**config.mk**
```make
export PLATFORM = sky130hd
export DESIGN_NAME = mem_stage
export DESIGN_NICKNAME = d
export VERILOG_FILES = /design/src/rtl/pipeline_pkg.sv /design/src/rtl/mem_wait_counter.sv /design/src/rtl/mem_stage.sv
export SDC_FILE = /design/constraint.sdc
export NUM_CORES = 1
export LEC_CHECK = 0
export ABC_AREA = 1
export CORE_UTILIZATION = 48
export DETAILED_ROUTE_END_ITERATION = 7
export HOLD_SLACK_MARGIN = 0.1
export PLACE_DENSITY = 0.85
export SYNTH_ARGS = -nofsm -noshare
export SYNTH_HDL_FRONTEND = slang
export SYNTH_SLANG_ARGS = --single-unit
export TNS_END_PERCENT = 10
```
**constraint.sdc**
```tcl
create_clock -name clk -period 5.2 [get_ports clk]
set_input_delay 1.04 -clock clk [delete_from_list [all_inputs] [get_ports clk]]
set_output_delay 1.04 -clock clk [all_outputs]
set_load 0.01 [all_outputs]
```
**src/rtl/pipeline_pkg.sv**
```systemverilog
// Types and defaults shared across the pipeline stages.
// The WB control struct is common to mem_stage and latch_wb.
package pipeline_pkg;

  localparam int DATA_W_DEF = 32;
  localparam int REG_AW_DEF = 5;

  typedef enum logic [0:0] {
    IDLE   = 1'b0,
    ACCESS = 1'b1
  } mem_state_t;

  typedef struct packed {
    logic reg_write;
    logic mem_to_reg;
  } wb_ctrl_t;

endpackage

```
**src/rtl/mem_wait_counter.sv**
```systemverilog
// Counts data-memory wait cycles.
// at_max flags that the next counted cycle is the MAX_WAIT-th one.
module mem_wait_counter #(
  parameter int MAX_WAIT = 16
) (
  input  logic clk,
  input  logic rst_n,
  input  logic clear,
  input  logic enable,
  output logic at_max
);

  localparam int CW = $clog2(MAX_WAIT + 1);

  logic [CW-1:0] count_r;

  assign at_max = (count_r == CW'(MAX_WAIT - 1));

  // Wait-cycle count, saturating one short of MAX_WAIT.
  always_ff @(posedge clk or negedge rst_n) begin
    if (!rst_n) begin
      count_r <= '0;
    end else if (clear) begin
      count_r <= '0;
    end else if (enable && !at_max) begin
      count_r <= count_r + CW'(1);
    end else begin
      count_r <= count_r;
    end
  end

endmodule

```
**src/rtl/mem_stage.sv**
```systemverilog
// MEM pipeline stage: passes ALU ops through, runs load/store handshakes on the
// data-memory port with a bounded wait, and presents WB fields to latch_wb.
module mem_stage
  import pipeline_pkg::*;
#(
  parameter int DATA_W   = DATA_W_DEF,
  parameter int REG_AW   = REG_AW_DEF,
  parameter int MAX_WAIT = 16
) (
  input  logic              clk,
  input  logic              rst_n,
  input  logic              ex_valid,
  input  logic              ex_reg_write,
  input  logic              ex_mem_to_reg,
  input  logic              ex_mem_read,
  input  logic              ex_mem_write,
  input  logic [DATA_W-1:0] ex_alu_result,
  input  logic [DATA_W-1:0] ex_write_data,
  input  logic [REG_AW-1:0] ex_write_reg,
  output logic              stall,
  output logic              dmem_req,
  output logic              dmem_we,
  output logic [DATA_W-1:0] dmem_addr,
  output logic [DATA_W-1:0] dmem_wdata,
  input  logic              dmem_ready,
  input  logic [DATA_W-1:0] dmem_rdata,
  output logic              wb_valid,
  output logic              reg_write,
  output logic              mem_to_reg,
  output logic [DATA_W-1:0] read_data,
  output logic [DATA_W-1:0] alu_result,
  output logic [REG_AW-1:0] write_reg,
  output logic              mem_err
);

  mem_state_t        state_r, state_nxt_s;
  wb_ctrl_t          wb_ctrl_r, cap_ctrl_r;
  logic              cap_load_r, cap_we_r;
  logic [DATA_W-1:0] cap_addr_r, cap_wdata_r;
  logic [REG_AW-1:0] cap_reg_r;
  logic [DATA_W-1:0] read_data_r, alu_result_r;
  logic [REG_AW-1:0] write_reg_r;
  logic              wb_valid_r, mem_err_r;
  logic              in_access_s, is_mem_s, start_s, wait_s, at_max_s;

  assign in_access_s = (state_r == ACCESS);
  assign is_mem_s    = ex_mem_read | ex_mem_write;
  assign start_s     = (state_r == IDLE) & ex_valid & is_mem_s;
  assign wait_s      = in_access_s & ~dmem_ready;

  mem_wait_counter #(
    .MAX_WAIT(MAX_WAIT)
  ) u_wait (
    .clk   (clk),
    .rst_n (rst_n),
    .clear (start_s),
    .enable(wait_s),
    .at_max(at_max_s)
  );

  // Next-state decode; ready takes priority over the wait limit.
  always_comb begin
    state_nxt_s = state_r;
    case (state_r)
      IDLE: begin
        if (start_s) begin
          state_nxt_s = ACCESS;
        end else begin
          state_nxt_s = IDLE;
        end
      end
      ACCESS: begin
        if (dmem_ready || at_max_s) begin
          state_nxt_s = IDLE;
        end else begin
          state_nxt_s = ACCESS;
        end
      end
      default: state_nxt_s = IDLE;
    endcase
  end

  // State register.
  always_ff @(posedge clk or negedge rst_n) begin
    if (!rst_n) begin
      state_r <= IDLE;
    end else begin
      state_r <= state_nxt_s;
    end
  end

  // Capture of the accepted memory op; a read+write pair executes as a store.
  always_ff @(posedge clk or negedge rst_n) begin
    if (!rst_n) begin
      cap_ctrl_r  <= '0;
      cap_load_r  <= 1'b0;
      cap_we_r    <= 1'b0;
      cap_addr_r  <= '0;
      cap_wdata_r <= '0;
      cap_reg_r   <= '0;
    end else if (start_s) begin
      cap_ctrl_r  <= '{reg_write: ex_reg_write, mem_to_reg: ex_mem_to_reg};
      cap_load_r  <= ex_mem_read & ~ex_mem_write;
      cap_we_r    <= ex_mem_write;
      cap_addr_r  <= ex_alu_result;
      cap_wdata_r <= ex_write_data;
      cap_reg_r   <= ex_write_reg;
    end
  end

  // WB fields hold between pulses; wb_valid and mem_err pulse for one cycle.
  always_ff @(posedge clk or negedge rst_n) begin
    if (!rst_n) begin
      wb_ctrl_r    <= '0;
      read_data_r  <= '0;
      alu_result_r <= '0;
      write_reg_r  <= '0;
      wb_valid_r   <= 1'b0;
      mem_err_r    <= 1'b0;
    end else begin
      wb_valid_r <= 1'b0;
      mem_err_r  <= 1'b0;
      if (state_r == IDLE) begin
        if (ex_valid && !is_mem_s) begin
          wb_ctrl_r    <= '{reg_write: ex_reg_write, mem_to_reg: ex_mem_to_reg};
          alu_result_r <= ex_alu_result;
          write_reg_r  <= ex_write_reg;
          wb_valid_r   <= 1'b1;
        end
      end else if (dmem_ready) begin
        wb_ctrl_r    <= cap_ctrl_r;
        alu_result_r <= cap_addr_r;
        write_reg_r  <= cap_reg_r;
        if (cap_load_r) begin
          read_data_r <= dmem_rdata;
        end
        wb_valid_r   <= 1'b1;
      end else if (at_max_s) begin
        wb_ctrl_r    <= '{reg_write: 1'b0, mem_to_reg: cap_ctrl_r.mem_to_reg};
        alu_result_r <= cap_addr_r;
        write_reg_r  <= cap_reg_r;
        wb_valid_r   <= 1'b1;
        mem_err_r    <= 1'b1;
      end
    end
  end

  assign stall      = in_access_s;
  assign dmem_req   = in_access_s;
  assign dmem_we    = in_access_s & cap_we_r;
  assign dmem_addr  = in_access_s ? cap_addr_r : '0;
  assign dmem_wdata = in_access_s ? cap_wdata_r : '0;
  assign wb_valid   = wb_valid_r;
  assign reg_write  = wb_ctrl_r.reg_write;
  assign mem_to_reg = wb_ctrl_r.mem_to_reg;
  assign read_data  = read_data_r;
  assign alu_result = alu_result_r;
  assign write_reg  = write_reg_r;
  assign mem_err    = mem_err_r;

endmodule

```
### Yosys cells after proc, flatten, opt, wreduce, memory -nomap -nowiden

Cells that the tools add are included.

| cells by class | value |
|---|---|
| bitwise logic cells | 9 |
| order comparisons | 0 |
| shift operators | 0 |
| $add $sub $neg | 1 |
| reduce and logical (&&, ||, !) cells | 9 |
| equal/unequal tests | 2 |
| mux-type cells | 25 |
| $mul | 0 |
| div/mod/pow operators | 0 |

Operators with widths:

| kind | count |
|---|---|
| 2-to-1 mux 32 bit | 6 |
| 2-to-1 mux 5 bit | 6 |
| 2-to-1 mux 1 bit | 8 |
| 2-to-1 mux 2 bit | 4 |
| adder 5 x 1 -> 5 bit, second input constant | 1 |
| bitwise AND 1 bit | 5 |
| == test 5 x 4 -> 1 bit, second input constant | 1 |
| nonzero test 2 bit | 2 |
| != test 3 x 2 -> 1 bit, second input constant | 1 |
| inverter 1 bit | 3 |
| AND reduction 3 bit | 1 |
| logical AND 1 bit | 2 |
| logical NOT 1 bit | 2 |
| case mux 1 bit (2 select lines) | 1 |
| AND reduction 2 bit | 1 |
| logical OR 1 bit | 1 |
| bitwise OR 1 bit | 1 |

| storage, ports and cells | value |
|---|---|
| memory bits (writable) | 0 |
| bits in latches | 0 |
| ROM bits | 0 |
| memories | 0 |
| input port bits | 109 |
| register bits after elaboration | 152 |
| word-level logic and storage cells | 62 |

### Depth between registers and ports, before layout

| logic depth | value |
|---|---|
| word-level depth | 5 |
| gate-level depth with buffers | 8 |
| gate-level depth less buffers | 7 |

### Cells and area by module

From an unflattened synthesis, not the netlist that was laid out.

| second synthesis, totals | value |
|---|---|
| cell total of the unflattened synthesis | 851 |
| area total of the unflattened synthesis | 6717.7 um^2 |

By module, submodules not included:

| module | area each (um^2) | cells an instance | times used | sequential area each (um^2) |
|---|---|---|---|---|
| mem_stage | 6449.9 | 815 | 1 | 3678.5 |
| mem_wait_counter | 267.8 | 36 | 1 | 125.1 |

### Worst setup path after synthesis

Ideal clock, no wire load.

| timing path | value |
|---|---|
| kind | reg-to-output |
| from | reg state_r, in the netlist dmem_req |
| to | out dmem_wdata[10] |
| setup slack | 3.031 ns |
| required time | 4.160 ns |
| arrival time | 1.129 ns |
| cell stages (with the launch flop) | 7 |
| path through | dfrtp_1 -> buf_6 -> buf_6 -> buf_4 -> buf_2 -> nand2_1 -> inv_1 |

| on the way | value |
|---|---|
| longest elaborated chain between the ends | 1 |

RTL lines:

| element | RTL line | source |
|---|---|---|
| start, declared | mem_stage.sv:36 | `mem_state_t state_r, state_nxt_s;` |
| start signal, assigned | mem_stage.sv:88 | `state_r <= state_nxt_s;` |
| 2-to-1 mux 32 bit | mem_stage.sv:152 | `assign dmem_wdata = in_access_s ? cap_wdata_r : '0;` |
| end, declared | mem_stage.sv:24 | `output logic [DATA_W-1:0] dmem_wdata,` |

Every way passes these cells.

### Worst setup path in the final report

| timing path | value |
|---|---|
| from | reg state_r, in the netlist dmem_req |
| to | out dmem_addr[25] |

| on the way | value |
|---|---|
| longest elaborated chain between the ends | 1 |

RTL lines:

| element | RTL line | source |
|---|---|---|
| 2-to-1 mux 32 bit | mem_stage.sv:151 | `assign dmem_addr = in_access_s ? cap_addr_r : '0;` |
| end, declared | mem_stage.sv:23 | `output logic [DATA_W-1:0] dmem_addr,` |

Every way passes these cells.

==> results by stage <==
Status:
- The run finished with clean final reports.

Floorplanning:
- For this configuration, the core starts out at a cell density of 0.490.
- The die outline area is 14600 um2.
- The top-level I/O count is 249.
- The core region is 13800 um2.
- The horizontal die dimension is 121 um.
- The floorplan step set the die height to 121 um.
- The number of placement rows is 43.

Drt:
- The post-detailed-routing wire length is 17000 um.
- The number of design rule violations left after detail routing is 0.
- The first routing iteration left 420 violations.
- The via total after detailed routing is 6023.
- Dividing the detail-routed wire length by the instance count gives 13.5 um.
- The number of nets still failing antenna checks after routing is 0.
- The first TritonRoute pass finished after 5 iterations.
- In the routed layout, each cell is associated on average with a via count of 4.77.

Synth:
- Counting every net in the synthesized netlist gives 956.
- By area, the combinational part of the netlist is dominated by simple AND/OR/NAND/NOR gates.
- The instance count of the mapped netlist is 845.
- The post-synthesis compound-gate area fraction came to 0.0864.
- The portion of synthesized area spent on multiplexers is 0.
- The xor and xnor fraction of the mapped netlist area is 0.00258.
- The adder-cell share of the synthesized area is 0.00369.
- The basic-gate share of the synthesized area counting and, or, nand and nor cells is 0.224.
- The share of synthesized area in the top cell type comes to 0.561.
- For this run, the number of Yosys warnings is 0.
- A synthesized cell averages 8.02 um2.
- The dominant cell type by area after synthesis is sky130_fd_sc_hd__dfrtp_1.
- The count of cell types in the netlist is 23.
- In the post-synthesis netlist, the biggest area contributors are sky130_fd_sc_hd__dfrtp_1, sky130_fd_sc_hd__nand2_1, sky130_fd_sc_hd__inv_1.
- The summed instance area of the synthesized netlist is 6780 um2.
- The number of synthesized register bits is 152.
- The share of the Yosys chip area taken by registers is 0.561.

Worst setup path:
- The family of cells with the greatest summed delay on the critical path is flip-flops.
- The critical path goes through nand2_1 > inv_1 > clkdlybuf4s50_1.
- The cell at the slowest stage of the critical path is sky130_fd_sc_hd__dfrtp_4.
- The delay of the slowest cell on the worst path is 1.16 ns.
- The buffer and inverter count on the worst path is 2.
- The required time of the worst setup path is 4.16 ns.
- In this run the worst path has a maximum fanout of 119.
- The worst setup path is captured at a primary output.
- The setup path with the least slack is of type flop to primary output.
- The worst setup path is launched from a flop.
- Data on the critical path arrives at its endpoint at 2.49 ns.

STA:
- The worst-case clock skew is 0.00989 ns.
- The minimum clock period is 3.53 ns.
- The transition time of the tightest slew-check pin is 1.16 ns.
- In the finished design, the share of the clock period the worst path needs comes to 0.680.
- The final number of max-transition violations is 0.
- The worst path setup slack after routing is 1.67 ns.
- The final-report setup violation count is 0.
- The setup TNS is 0 ns.
- The top achievable clock speed is 283 MHz.
- The number of endpoints with negative hold slack in the final report is 0.
- The normalized max-slew margin is 0.230.
- Setup repair after global routing left no endpoint under its margin.

Global routing:
- The wire length of the first global-routing pass is 27800 um.
- For this run, the total global-route usage over all layers was measured as 0.244.
- The residual overflow from global routing is 0.
- The number of antenna violations at the first check in global routing is 0.
- The via count of the first global-routing pass is 5754.
- Entering global routing, the biggest net connects 120 pins.

Final layout:
- The most common cell after layout, fill and taps aside is sky130_fd_sc_hd__nand2_1.
- After the last flow step, the layout net total stands at 1180.
- After filler insertion, the fill cell instance count of the layout stands at 1060.
- From synthesis to final layout, the design area changed by 44.7%.
- The total inserted antenna cells is 0.
- The count of cells in the finished layout, fillers not included, comes to 1262.
- The post-route cell area is 9810 um2.
- In the final layout, the share of cells above drive strength 1 is 0.0407.
- In the layout the commonest cells are sky130_fd_sc_hd__nand2_1, sky130_fd_sc_hd__clkdlybuf4s50_1, sky130_fd_sc_hd__dfrtp_1.

Clock network:
- The number of sinks handled by clock tree synthesis is 152.
- The number of gates resized after CTS is 0.
- Clock tree synthesis selected as its root buffer the cell sky130_fd_sc_hd__clkbuf_16.
- The post-CTS setup buffer count is 0.
- The number of hold buffers added after CTS was 0.
- The depth of the CTS H-tree is 4.
- The clock transition at the registers of the reported paths is 0.06 ns.
- TritonCTS built the clock tree.
- The total CTS buffers is 17.
- In this run the deepest clock path goes through 2 buffers.
- The worst-skew pair later-pin latency is 0.41 ns.

Power and ir drop:
- For this design the ratio of total power to cell area is 437 nW/um2.
- The worst vdd rail ir drop is 0.000270 V.
- The static power due to leakage is 5.26 nW.

Place:
- The wire-length estimate of the detail-placed layout is 11400 um.
- Timing analysis after detailed placement gives a worst setup slack of 1.88 ns.
- The cell count after placement is 1230.
- Input and output buffers added on the ports amount to 248.
- The cell area after placement is 9250 um2.
- The final RePlAce weighted congestion is 0.752.

Flow run:
- Across the run, the number of max-cap violations was 0.

Hold path:
- The tightest min-delay check is of the flop to flop type.
## power breakdown
part | total (W) | leakage, nW | switching (W) | internal, W
logic | 0.00137 | 3.09 | 0.000621 | 0.000745
registers | 0.00176 | 1.90 | 0.000234 | 0.00153
clock network | 0.00116 | 0.265 | 0.000476 | 0.000682
## layer usage
layer | share of wire | track usage | vias up
li1 | - | - | 2999
met3 | 0.058 | 0.0585 | 25
met5 | 0 | 0 | -
met4 | 0.021 | 0.0895 | 0
met1 | 0.42 | 0.312 | 2816
met2 | 0.50 | 0.403 | 183
## metrics by stage
step	hold WS [ns]	power, W	util
final	0.479	0.00429	0.710
after global routing	0.507	0.00454	0.710
after CTS	0.482	0.00432	0.710
after detailed placement	0.465	0.00315	0.669
after global placement	0.462	0.00310	0.669
after floorplan	0.449	0.00234	-
## final timing paths
check,start,to,slack (ns),depth (start not counted)
setup reg to reg,dmem_req$_DFF_PN0_,reg_write$_DFFE_PN0P_,2.20,5
hold reg to reg,cap_wdata_r[8]$_DFFE_PN0P_,cap_wdata_r[8]$_DFFE_PN0P_,0.48,2
hold / removal,cap_wdata_r[8]$_DFFE_PN0P_,cap_wdata_r[8]$_DFFE_PN0P_,0.48,2
min in group asynchronous,rst_n,cap_addr_r[11]$_DFFE_PN0P_,0.54,1
max in group asynchronous,rst_n,dmem_req$_DFF_PN0_,3.47,2
setup / recovery,dmem_req$_DFF_PN0_,dmem_addr[25],1.67,3
## tightest hold or removal path: stages (launching register included)
cell,delay (ns)
sky130_fd_sc_hd__dfrtp_1,0.34
sky130_fd_sc_hd__nand2_1,0.05
sky130_fd_sc_hd__nand2_1,0.05
## area by class of cell
| type | count | area, um2 | share of cell area |
|---|---|---|---|
| clock buffer | 21 | 460 | 0.0469 |
| clock inverter | 11 | 97.6 | 0.00995 |
| inverter | 144 | 543 | 0.0554 |
| multi-input combinational | 501 | 2160 | 0.220 |
| sequential | 152 | 3810 | 0.388 |
| tap | 180 | 225 | 0.0230 |
| timing repair buffer | 253 | 2520 | 0.257 |
## cells by family after synthesis
group                    Yosys count
flip-flops                       152
buffers and inverters            192
adder cells (fa/ha/maj)            2
XOR/XNOR                           2
AO/OA/AOI/OAI                    116
AND/OR/NAND/NOR                  381
## cell usage after synthesis
cell and instances:
sky130_fd_sc_hd__nand2_2 1, sky130_fd_sc_hd__o21ai_2 1, sky130_fd_sc_hd__nand2_1 326, sky130_fd_sc_hd__nor2_2 1, sky130_fd_sc_hd__a21oi_1 1, sky130_fd_sc_hd__inv_4 1
sky130_fd_sc_hd__o21ai_0 69, sky130_fd_sc_hd__nor2_1 6, sky130_fd_sc_hd__buf_4 12, sky130_fd_sc_hd__nand3_1 44, sky130_fd_sc_hd__nand3_2 1, sky130_fd_sc_hd__clkbuf_1 10
sky130_fd_sc_hd__o22ai_1 1, sky130_fd_sc_hd__nand3b_4 1, sky130_fd_sc_hd__dfrtp_1 152, sky130_fd_sc_hd__buf_6 5, sky130_fd_sc_hd__o21ai_1 44, sky130_fd_sc_hd__ha_1 2
sky130_fd_sc_hd__and3_1 1, sky130_fd_sc_hd__inv_2 1, sky130_fd_sc_hd__buf_2 21, sky130_fd_sc_hd__inv_1 142, sky130_fd_sc_hd__xor2_1 2
(Power assumes the default switching activity.)
